==> src/rtl/serial_frame_builder.sv <==
// Purpose : buffers {chan, value} samples and wraps each into a 6-byte frame
//           (header, chan, value lo/hi, seq, XOR) for the serial transmitter.
// Latency : sample written at edge N -> tx_new_data high after edge N+2.
// Backpr. : in_ready = !full; offers while full are dropped and counted in
//           drop_cnt. Frames wait for tx_busy low; one frame in flight at a time.
// Ports   : clk, rst (async, active low) | in_valid/in_chan/in_value/in_ready
//           sample side | tx_busy, tx_new_data, tx_data transmitter side |
//           seq_num, drop_cnt status.

// Purpose : generic synchronous FIFO, power-of-2 depth, no bypass.
// Latency : written data is visible at rdat the cycle after the push edge.
// Backpr. : caller must not push when full or pop when empty.
module sff_fifo #(
    parameter int DEPTH = 4,
    parameter int W     = 24
) (
    input  logic         clk,
    input  logic         rst,
    input  logic         push,
    input  logic         pop,
    input  logic [W-1:0] wdat,
    output logic [W-1:0] rdat,
    output logic         full,
    output logic         empty
);
    localparam int AW = $clog2(DEPTH);

    logic [W-1:0]  mem [DEPTH];
    logic [AW-1:0] wptr;
    logic [AW-1:0] rptr;
    logic [AW:0]   cnt;

    always_ff @(posedge clk or negedge rst) begin
        if (!rst) begin
            wptr <= '0;
            rptr <= '0;
            cnt  <= '0;
        end else begin
            if (push) wptr <= wptr + 1'b1;
            if (pop)  rptr <= rptr + 1'b1;
            case ({push, pop})
                2'b10:   cnt <= cnt + 1'b1;
                2'b01:   cnt <= cnt - 1'b1;
                default: ;
            endcase
        end
    end

    // Storage needs no reset: contents are qualified by cnt.
    always_ff @(posedge clk) begin
        if (push) mem[wptr] <= wdat;
    end

    assign rdat  = mem[rptr];
    assign full  = (cnt == (AW+1)'(DEPTH));
    assign empty = (cnt == '0);
endmodule

module serial_frame_builder #(
    parameter int         FIFO_DEPTH   = 4,
    parameter logic [7:0] HEADER       = 8'hA5,
    parameter int         BUSY_TIMEOUT = 8
) (
    input  logic        clk,
    input  logic        rst,
    input  logic        in_valid,
    input  logic [7:0]  in_chan,
    input  logic [15:0] in_value,
    output logic        in_ready,
    input  logic        tx_busy,
    output logic        tx_new_data,
    output logic [47:0] tx_data,
    output logic [7:0]  seq_num,
    output logic [7:0]  drop_cnt
);
    typedef enum logic [2:0] {
        S_IDLE      = 3'd0,
        S_SEND      = 3'd1,
        S_WAIT_BUSY = 3'd2,
        S_RESEND    = 3'd3,
        S_WAIT_DONE = 3'd4
    } state_t;

    localparam int TW = $clog2(BUSY_TIMEOUT + 1);

    state_t        state;
    state_t        state_nxt;
    logic          fifo_full;
    logic          fifo_empty;
    logic          push;
    logic          head_vld;
    logic [23:0]   head_dat;
    logic [7:0]    seq;
    logic [TW-1:0] timer;
    logic          load;
    logic          pulse;
    logic          accept;
    logic          timer_clr;
    logic          timer_inc;

    assign in_ready = !fifo_full;
    assign push     = in_valid && !fifo_full;

    sff_fifo #(.DEPTH(FIFO_DEPTH), .W(24)) u_fifo (
        .clk   (clk),
        .rst   (rst),
        .push  (push),
        .pop   (load),
        .wdat  ({in_chan, in_value}),
        .rdat  (head_dat),
        .full  (fifo_full),
        .empty (fifo_empty)
    );

    // head_dat = {chan, value}; byte 5 is the XOR of bytes 0..4.
    function automatic logic [47:0] build_frame(input logic [23:0] s, input logic [7:0] sq);
        logic [7:0] ch;
        logic [7:0] lo;
        logic [7:0] hi;
        ch = s[23:16];
        lo = s[7:0];
        hi = s[15:8];
        return {HEADER ^ ch ^ lo ^ hi ^ sq, sq, hi, lo, ch, HEADER};
    endfunction

    always_ff @(posedge clk or negedge rst) begin
        if (!rst) state <= S_IDLE;
        else      state <= state_nxt;
    end

    always_comb begin
        state_nxt = state;
        load      = 1'b0;
        pulse     = 1'b0;
        accept    = 1'b0;
        timer_clr = 1'b0;
        timer_inc = 1'b0;
        case (state)
            S_IDLE: begin
                if (head_vld && !fifo_empty && !tx_busy) begin
                    load      = 1'b1;
                    pulse     = 1'b1;
                    state_nxt = S_SEND;
                end
            end
            S_SEND: begin
                timer_clr = 1'b1;
                state_nxt = S_WAIT_BUSY;
            end
            S_WAIT_BUSY: begin
                if (tx_busy) begin
                    accept    = 1'b1;
                    state_nxt = S_WAIT_DONE;
                end else if (timer == TW'(BUSY_TIMEOUT - 1)) begin
                    state_nxt = S_RESEND;
                end else begin
                    timer_inc = 1'b1;
                end
            end
            S_RESEND: begin
                // Same tx_data and seq; only the strobe is repeated.
                if (!tx_busy) begin
                    pulse     = 1'b1;
                    state_nxt = S_SEND;
                end
            end
            S_WAIT_DONE: begin
                if (!tx_busy) state_nxt = S_IDLE;
            end
            default: state_nxt = S_IDLE;
        endcase
    end

    always_ff @(posedge clk or negedge rst) begin
        if (!rst) begin
            tx_new_data <= 1'b0;
            tx_data     <= '0;
            seq_num     <= '0;
            seq         <= '0;
            timer       <= '0;
            drop_cnt    <= '0;
            head_vld    <= 1'b0;
        end else begin
            // The FSM looks at the head one cycle after it lands, which sets the
            // two-edge sample-to-strobe latency. It can only go stale right after
            // a pop, when the FSM is at least three cycles away from IDLE.
            head_vld    <= !fifo_empty;
            tx_new_data <= pulse;
            if (load) tx_data <= build_frame(head_dat, seq);
            if (timer_clr)      timer <= '0;
            else if (timer_inc) timer <= timer + 1'b1;
            if (accept) begin
                seq_num <= seq;
                seq     <= seq + 8'd1;
            end
            if (in_valid && fifo_full && drop_cnt != 8'hFF) drop_cnt <= drop_cnt + 8'd1;
        end
    end
endmodule
==> config.mk <==
export PLATFORM = sky130hd
export DESIGN_NAME = serial_frame_builder
export DESIGN_NICKNAME = d
export VERILOG_FILES = /design/src/rtl/serial_frame_builder.sv
export SDC_FILE = /design/constraint.sdc
export NUM_CORES = 1
export LEC_CHECK = 0
export CELL_PAD_IN_SITES_DETAIL_PLACEMENT = 0
export CELL_PAD_IN_SITES_GLOBAL_PLACEMENT = 2
export CORE_ASPECT_RATIO = 1.75
export CORE_MARGIN = 3
export CORE_UTILIZATION = 37
export DETAILED_ROUTE_END_ITERATION = 10
export PLACE_DENSITY_LB_ADDON = 0.1
export SLEW_MARGIN = 20
export SYNTH_ARGS = -nofsm -noshare
export SYNTH_HDL_FRONTEND = slang
export SYNTH_SLANG_ARGS = --single-unit
==> constraint.sdc <==
create_clock -name clk -period 2.51 [get_ports clk]
set_input_delay 0.502 -clock clk [delete_from_list [all_inputs] [get_ports clk]]
set_output_delay 0.502 -clock clk [all_outputs]
set_load 0.005 [all_outputs]
==> metrics.txt, run 1 <==
status complete, no violations; clock buffer depth 2; PostCTS Resize Cnt 0; CP required around 2.0 ns; H-tree depth 4; #FFs+latches synth around 180; IO Pins 94; post-synthesis simple-gate area fraction around 4.3%; grt ovf 0; reported net switching power roughly 0.0032 W; Die X ~110 um; Antenna diodes 0; placed instance count ~740; Die Y ~190 um; Max-slew headroom between 50% and 60%; Cell Area, Synth between 7000 and 8000 um2; Synth Area in XOR/XNOR approximately 6.5%; Fin. Hold Viols 0; core occupancy in the finished layout about half; routability cong. around 0.7; post-route cell area 9090 um2; clock skew between 0.007 and 0.008 ns; Static Leak 3.47 nW; mux contribution to synthesized area 15.3%; first-pass GRT wire length around 23 mm; CP startpoint u_fifo.cnt[0]; RSZ-0062 raised after global routing no; leading register cell type out of synthesis edfxtp_1; top post-synthesis cells by area edfxtp_1 40%, dfrtp_1 28%, mux2_2 6.4%, mux4_2 6.3%, xnor2_1 3.7%; post-synth top area share roughly 40%; Syn-to-layout area delta 26.7%; Startpoint Class flip-flop; fillcell total 1669; adder-cell share of the synthesized area between 1.5 and 2%; FF-to-FF path depth 10; # hold bufs at CTS 0; # rows 66; Yosys cell types 40; worst slew pin tran 0.622 ns; Int Power between 0.007 and 0.008 W; Setup WS post-layout about 0.22 ns; Pins Over Slew Limit 0; core outline area about 19000 um2; Final #Nets roughly 560; Finished Layout Cells roughly 770; number of synthesized flops with an enable pin 96; worst flop-to-flop path startpoint u_fifo.cnt[0]; root buffer cell clkbuf_16; largest net degree at the start of global routing just over 40; vias in the first global route between 4000 and 5000; Crit Path Max Fanout 4; DR iter-0 viols roughly 160; crit path time final roughly 2.3 ns; CTS tree built; register area share after synthesis between 60% and 70%; Synth Area per Inst between 15 and 20 um2; fmax 437 MHz; DRT Pass-1 Iters 4; dominant cell type by area after synthesis edfxtp_1; Tightest Hold Check Type in -> async; endpoints failing setup 0; Final HPWL DP ~9.7 mm; port bufs between 80 and 90; clock sink total around 180; detailed-route DRC error count 0; ys async rst share a little under half; Mapped Cells approximately 410; largest family of logic cells by synthesized area multiplexers; total CTS buffers 17; pwr/cell area 1220 nW/um2; fraction of layout cells with a size suffix above 1 between 20% and 30%; Starting Density between 30% and 40%; flop2flop setup slack ~0.37 ns; compound-cell area share of the yosys netlist 1.08%; clock-pin slew on the worst setup and hold paths 0.06 ns; Peak VDD IR 0.000520 V; Net Sw Frac between 20% and 30%; CP endpoint kind output port; DR vias/cell between 4 and 5; GRT Util Overall between 10% and 20%; Synthesis Warnings 0; worst skew pair latency 0.42 ns; number of max-cap violations 0; RR Endpoint u_fifo.cnt[2]; Logic pwr share a little over a third; Setup Fix Bufs, Post-CTS 0; Flop pwr share about two fifths; Clock power frac roughly 24%; CP arrival approximately 1.8 ns; die area 21200 um2; detailed-route via count ~3700; DP Worst Slack -0.0868 ns; CP Capture Point in_ready; total chip power about 0.011 W; DP Area 8480 um2; period utilization around nine tenths; Setup CP Type reg -> out; antenna-violating nets left 0; initial antenna violation count 0; final WL around 14 mm; routed wire length per instance 18.0 um
[cell families (layout without fill, tap and decap cells)]
group | Yosys count | in the layout
muxes | 71 | 71
other | 1 | 4
adders and majority gates | 9 | 9
AOI/OAI and AO/OA | 13 | 13
and+or+nand+nor | 58 | 58
buffers and inverters | 32 | 155
xor gates and xnor gates | 48 | 48
DFF | 177 | 177
[state kept, by name, indices dropped and copies added (netlist names)]
| register | cells |
|---|---|
| drop_cnt | 8 |
| head_vld | 1 |
| seq | 8 |
| seq_num | 8 |
| state | 3 |
| timer | 4 |
| tx_data | 41 |
| tx_new_data | 1 |
| u_fifo.cnt | 3 |
| u_fifo.mem | 96 |
| u_fifo.rptr | 2 |
| u_fifo.wptr | 2 |
[cell type report]
class                   count  area [um2]  area share, %
inverters                   9        33.8          0.372
flip-flops and latches    177        4910           54.0
multi-input cells         203        2100           23.1
repair buffers            114        1150           12.7
clock buffers              21         440           4.85
well taps                 238         298           3.28
clock inverters            11         158           1.73
[worst max-delay path: stages (launching register included)]
cell and delay (ns):
dfrtp_1 0.43, nor3b_2 0.29, buf_4 0.18, inv_1 0.04, clkdlybuf4s50_1 0.43
[worst min path at each step]
stage | from | endpoint | slack (ns) | depth (start not counted)
floorplan | rst | drop_cnt[0] | 0.21 | 0
global placement | drop_cnt[7] | drop_cnt[7] | 0.48 | 1
detailed placement | u_fifo.cnt[2] | u_fifo.cnt[2] | 0.49 | 1
CTS | rst | tx_data[7] | 0.04 | 1
global route | rst | tx_data[7] | 0.05 | 1
finish | rst | tx_data[7] | 0.05 | 1
[power by group through the flow]
stage	clock network (W)	registers, W	logic [W]
after detailed placement	0	0.00453	0.00404
after CTS	0.00275	0.00448	0.00405
after global routing	0.00288	0.00457	0.00433
after floorplan	0	0.00432	0.00259
final	0.00267	0.00445	0.00395
after global placement	0	0.00451	0.00399
[synth_stat cells, types with 2 or more instances]
library cell / n
dfrtp_1: 81
buf_2: 7
nand4_1: 5
nor2_1: 13
o211ai_1: 3
edfxtp_1: 96
buf_6: 2
ha_1: 8
nor3_1: 6
inv_1: 9
mux2_2: 41
nand2_1: 13
o21ai_0: 2
and3_1: 2
clkbuf_1: 4
a21oi_1: 7
and2_1: 4
xor2_1: 12
mux4_1: 4
nand3_1: 3
mux2i_1: 2
nor2b_1: 2
xnor2_2: 6
nor3b_1: 2
xnor2_1: 30
mux4_2: 20
mux2_4: 4
buf_4: 9
[stage by stage]
| stage | hold slack (ns) | setup TNS [ns] |
|---|---|---|
| finish | 0.0461 | 0 |
| global placement | 0.483 | -0.0547 |
| CTS | 0.0406 | 0 |
| detailed placement | 0.492 | -0.0868 |
| floorplan | 0.206 | 0 |
| global route | 0.0540 | 0 |
[routing by layer]
metal | vias to the layer above | global-route usage (%) | share of wire, % | wire length [um]
li1 | 1720 | - | - | -
met1 | 1926 | 16.0 | 40 | 5500
met2 | 75 | 26.0 | 56 | 7760
met3 | 16 | 2.92 | 2.9 | 407
met4 | 0 | 5.15 | 1.7 | 231
met5 | - | 0 | 0 | 0
[placed cells by master (no fill, tap or decap), types with 5 or more instances in the layout]
cell type        instances
edfxtp_1                96
clkdlybuf4s50_1         88
dfrtp_1                 80
mux2_2                  41
xnor2_1                 30
mux4_2                  20
buf_4                   20
clkbuf_16               17
nand2_1                 13
nor2_1                  13
xor2_1                  12
inv_1                    9
ha_1                     8
a21oi_1                  7
nor3_1                   6
xnor2_2                  6
buf_12                   6
nand4_1                  5
Power figures use the tool's default switching activity.
==> run 2: changes to the inputs <==
--- a/config.mk
+++ b/config.mk
@@ -9,9 +9,9 @@
 export CELL_PAD_IN_SITES_GLOBAL_PLACEMENT = 2
 export CORE_ASPECT_RATIO = 1.75
 export CORE_MARGIN = 3
-export CORE_UTILIZATION = 37
+export CORE_UTILIZATION = 44
 export DETAILED_ROUTE_END_ITERATION = 10
-export PLACE_DENSITY_LB_ADDON = 0.1
+export PLACE_DENSITY = 0.95
 export SLEW_MARGIN = 20
 export SYNTH_ARGS = -nofsm -noshare
 export SYNTH_HDL_FRONTEND = slang
==> constraint.sdc (replaced) <==
create_clock -name clk -period 2.93 [get_ports clk]
set_input_delay 0.586 -clock clk [delete_from_list [all_inputs] [get_ports clk]]
set_output_delay 0.586 -clock clk [all_outputs]
set_load 0.005 [all_outputs]
==> run 2 against run 1 <==
Routed wire length shrank 6.3%; first-iteration DRC count shrank 18%; highest routed layer unchanged; critical path type unchanged; worst hold slack gained 0.15 ns; total power shrank 17%.
==> metrics.txt, run 2 (same netlist as run 1, synthesis figures left out) <==
Startpoint Class flip-flop; worst slew pin tran approximately 0.67 ns; Static Leak roughly 3.3 nW; Syn-to-layout area delta 22.6%; vias in the first global route a little under 4000; Tightest Hold Check Type in -> async; DRT Pass-1 Iters 4; Starting Density ~45%; core outline area ~16000 um2; DP Area between 8000 and 9000 um2; Largest regs u_fifo.mem (96), tx_data (41); # hold bufs at CTS 0; Final HPWL DP between 8 and 9 mm; clock-pin slew on the worst setup and hold paths ~0.070 ns; Peak VDD IR between 0.0004 and 0.0005 V; flop2flop setup slack between 0.6 and 0.7 ns; # rows around 60; max reg flops between 90 and 100; CP arrival between 1.5 and 2 ns; fraction of layout cells with a size suffix above 1 roughly 22%; Fin Setup TNS 0 ns; IO Pins 94; slowest library cell on the worst path clkdlybuf4s50_1; worst skew pair latency ~0.41 ns; DR iter-0 viols around 130; Antenna diodes 0; CP endpoint kind output port; DP Worst Slack 0.150 ns; CTS tree built; RSZ-0062 raised after global routing no; clock buffer depth 2; detailed-route via count about 3600; commonest non-fill, non-tap cells in the layout 96 x edfxtp_1, 88 x clkdlybuf4s50_1, 80 x dfrtp_1; antenna-violating nets left 0; Setup Fix Bufs, Post-CTS 0; Setup CP Type reg -> out; root buffer cell clkbuf_16; routability cong. 0.769; first-pass GRT wire length approximately 21 mm; largest net degree at the start of global routing 50; crit path time final around 2.4 ns; Crit path max-delay family buffers and inverters; Setup WS post-layout approximately 0.51 ns; clock sink total between 150 and 200; detailed-route DRC error count 0; DR vias/cell 5.14; routed wire length per instance approximately 18 um; initial antenna violation count 0; grt ovf 0; Max-slew headroom a little under three fifths; Crit Path Max Fanout 4; die area between 15000 and 20000 um2; Final #Nets 543; Buffers & Inverters on Critical Path 2; Top reg by flops u_fifo.mem; final WL between 10 and 15 mm; H-tree depth 4; post-route cell area 8790 um2; crit path cell chain nor3b_1 > inv_1 > clkdlybuf4s50_1; port bufs between 80 and 90; number of max-cap violations 0; critical path's largest stage delay approximately 0.46 ns; CP required ~2.3 ns; endpoints failing setup 0; Die Y 175 um; GRT Util Overall between 10% and 20%; total CTS buffers 17; Die X between 100 and 150 um; clock skew a little under 0.009 ns; fmax just over 400 MHz; Fin. Hold Viols 0; period utilization 82.6%; pwr/cell area just over 1000 nW/um2; status complete, no violations; Pins Over Slew Limit 0; most common cell after layout, fill and taps aside edfxtp_1; PostCTS Resize Cnt 0
[run 2: cell types whose count changed in the layout (fill, tap and decap cells not counted), moves of 2 or more]
cell / before / now
clkinvlp_4: 3 / 5
clkinv_4: 2 / 0
inv_6: 0 / 5
buf_4: 20 / 9
clkbuf_8: 0 / 2
bufinv_16: 3 / 0
clkbuf_1: 4 / 1
buf_12: 6 / 1
[run 2: layout make-up]
cell class,instances,area [um2]
inverters,9,33.8
well taps,189,236
clock buffers,20,457
clock inverters,12,96.3
multi-input cells,203,2090
flip-flops and latches,177,4910
fillers,1254,7160
repair buffers,98,968
[run 2: through the flow]
step | utilization [%] | power [W] | hold slack, ns | instances
after floorplan | - | 0.00592 | 0.290 | 412
after global placement | 51.7 | 0.00702 | 0.473 | 676
final | 55.1 | 0.00913 | 0.200 | 708
after detailed placement | 51.7 | 0.00715 | 0.483 | 676
after global routing | 55.1 | 0.00967 | 0.250 | 708
after CTS | 55.1 | 0.00927 | 0.217 | 708
[run 2: power breakdown]
group	internal, W	switching (W)	total (W)
logic	0.00187	0.00134	0.00321
registers	0.00336	0.000477	0.00383
clock network	0.00115	0.000942	0.00209
total	0.00638	0.00276	0.00913
[run 2: metal layers]
metal	vias to the layer above	global-route usage (%)	wire length (um)
met5	-	0	0
met4	0	6.46	261
met3	15	2.80	396
met2	75	26.3	7180
met1	1862	19.3	5180
li1	1686	-	-
[run 2: path summary, 6_finish.rpt]
| kind | from | end | cells past startpoint |
|---|---|---|---|
| min | rst | drop_cnt[5] | 1 |
| max in group asynchronous | rst | tx_data[21] | 2 |
| min reg2reg | u_fifo.cnt[2] | u_fifo.cnt[2] | 1 |
| max | u_fifo.cnt[0] | in_ready | 3 |
| max reg2reg | u_fifo.cnt[0] | u_fifo.cnt[2] | 9 |
| min in group clk | u_fifo.cnt[2] | u_fifo.cnt[2] | 1 |
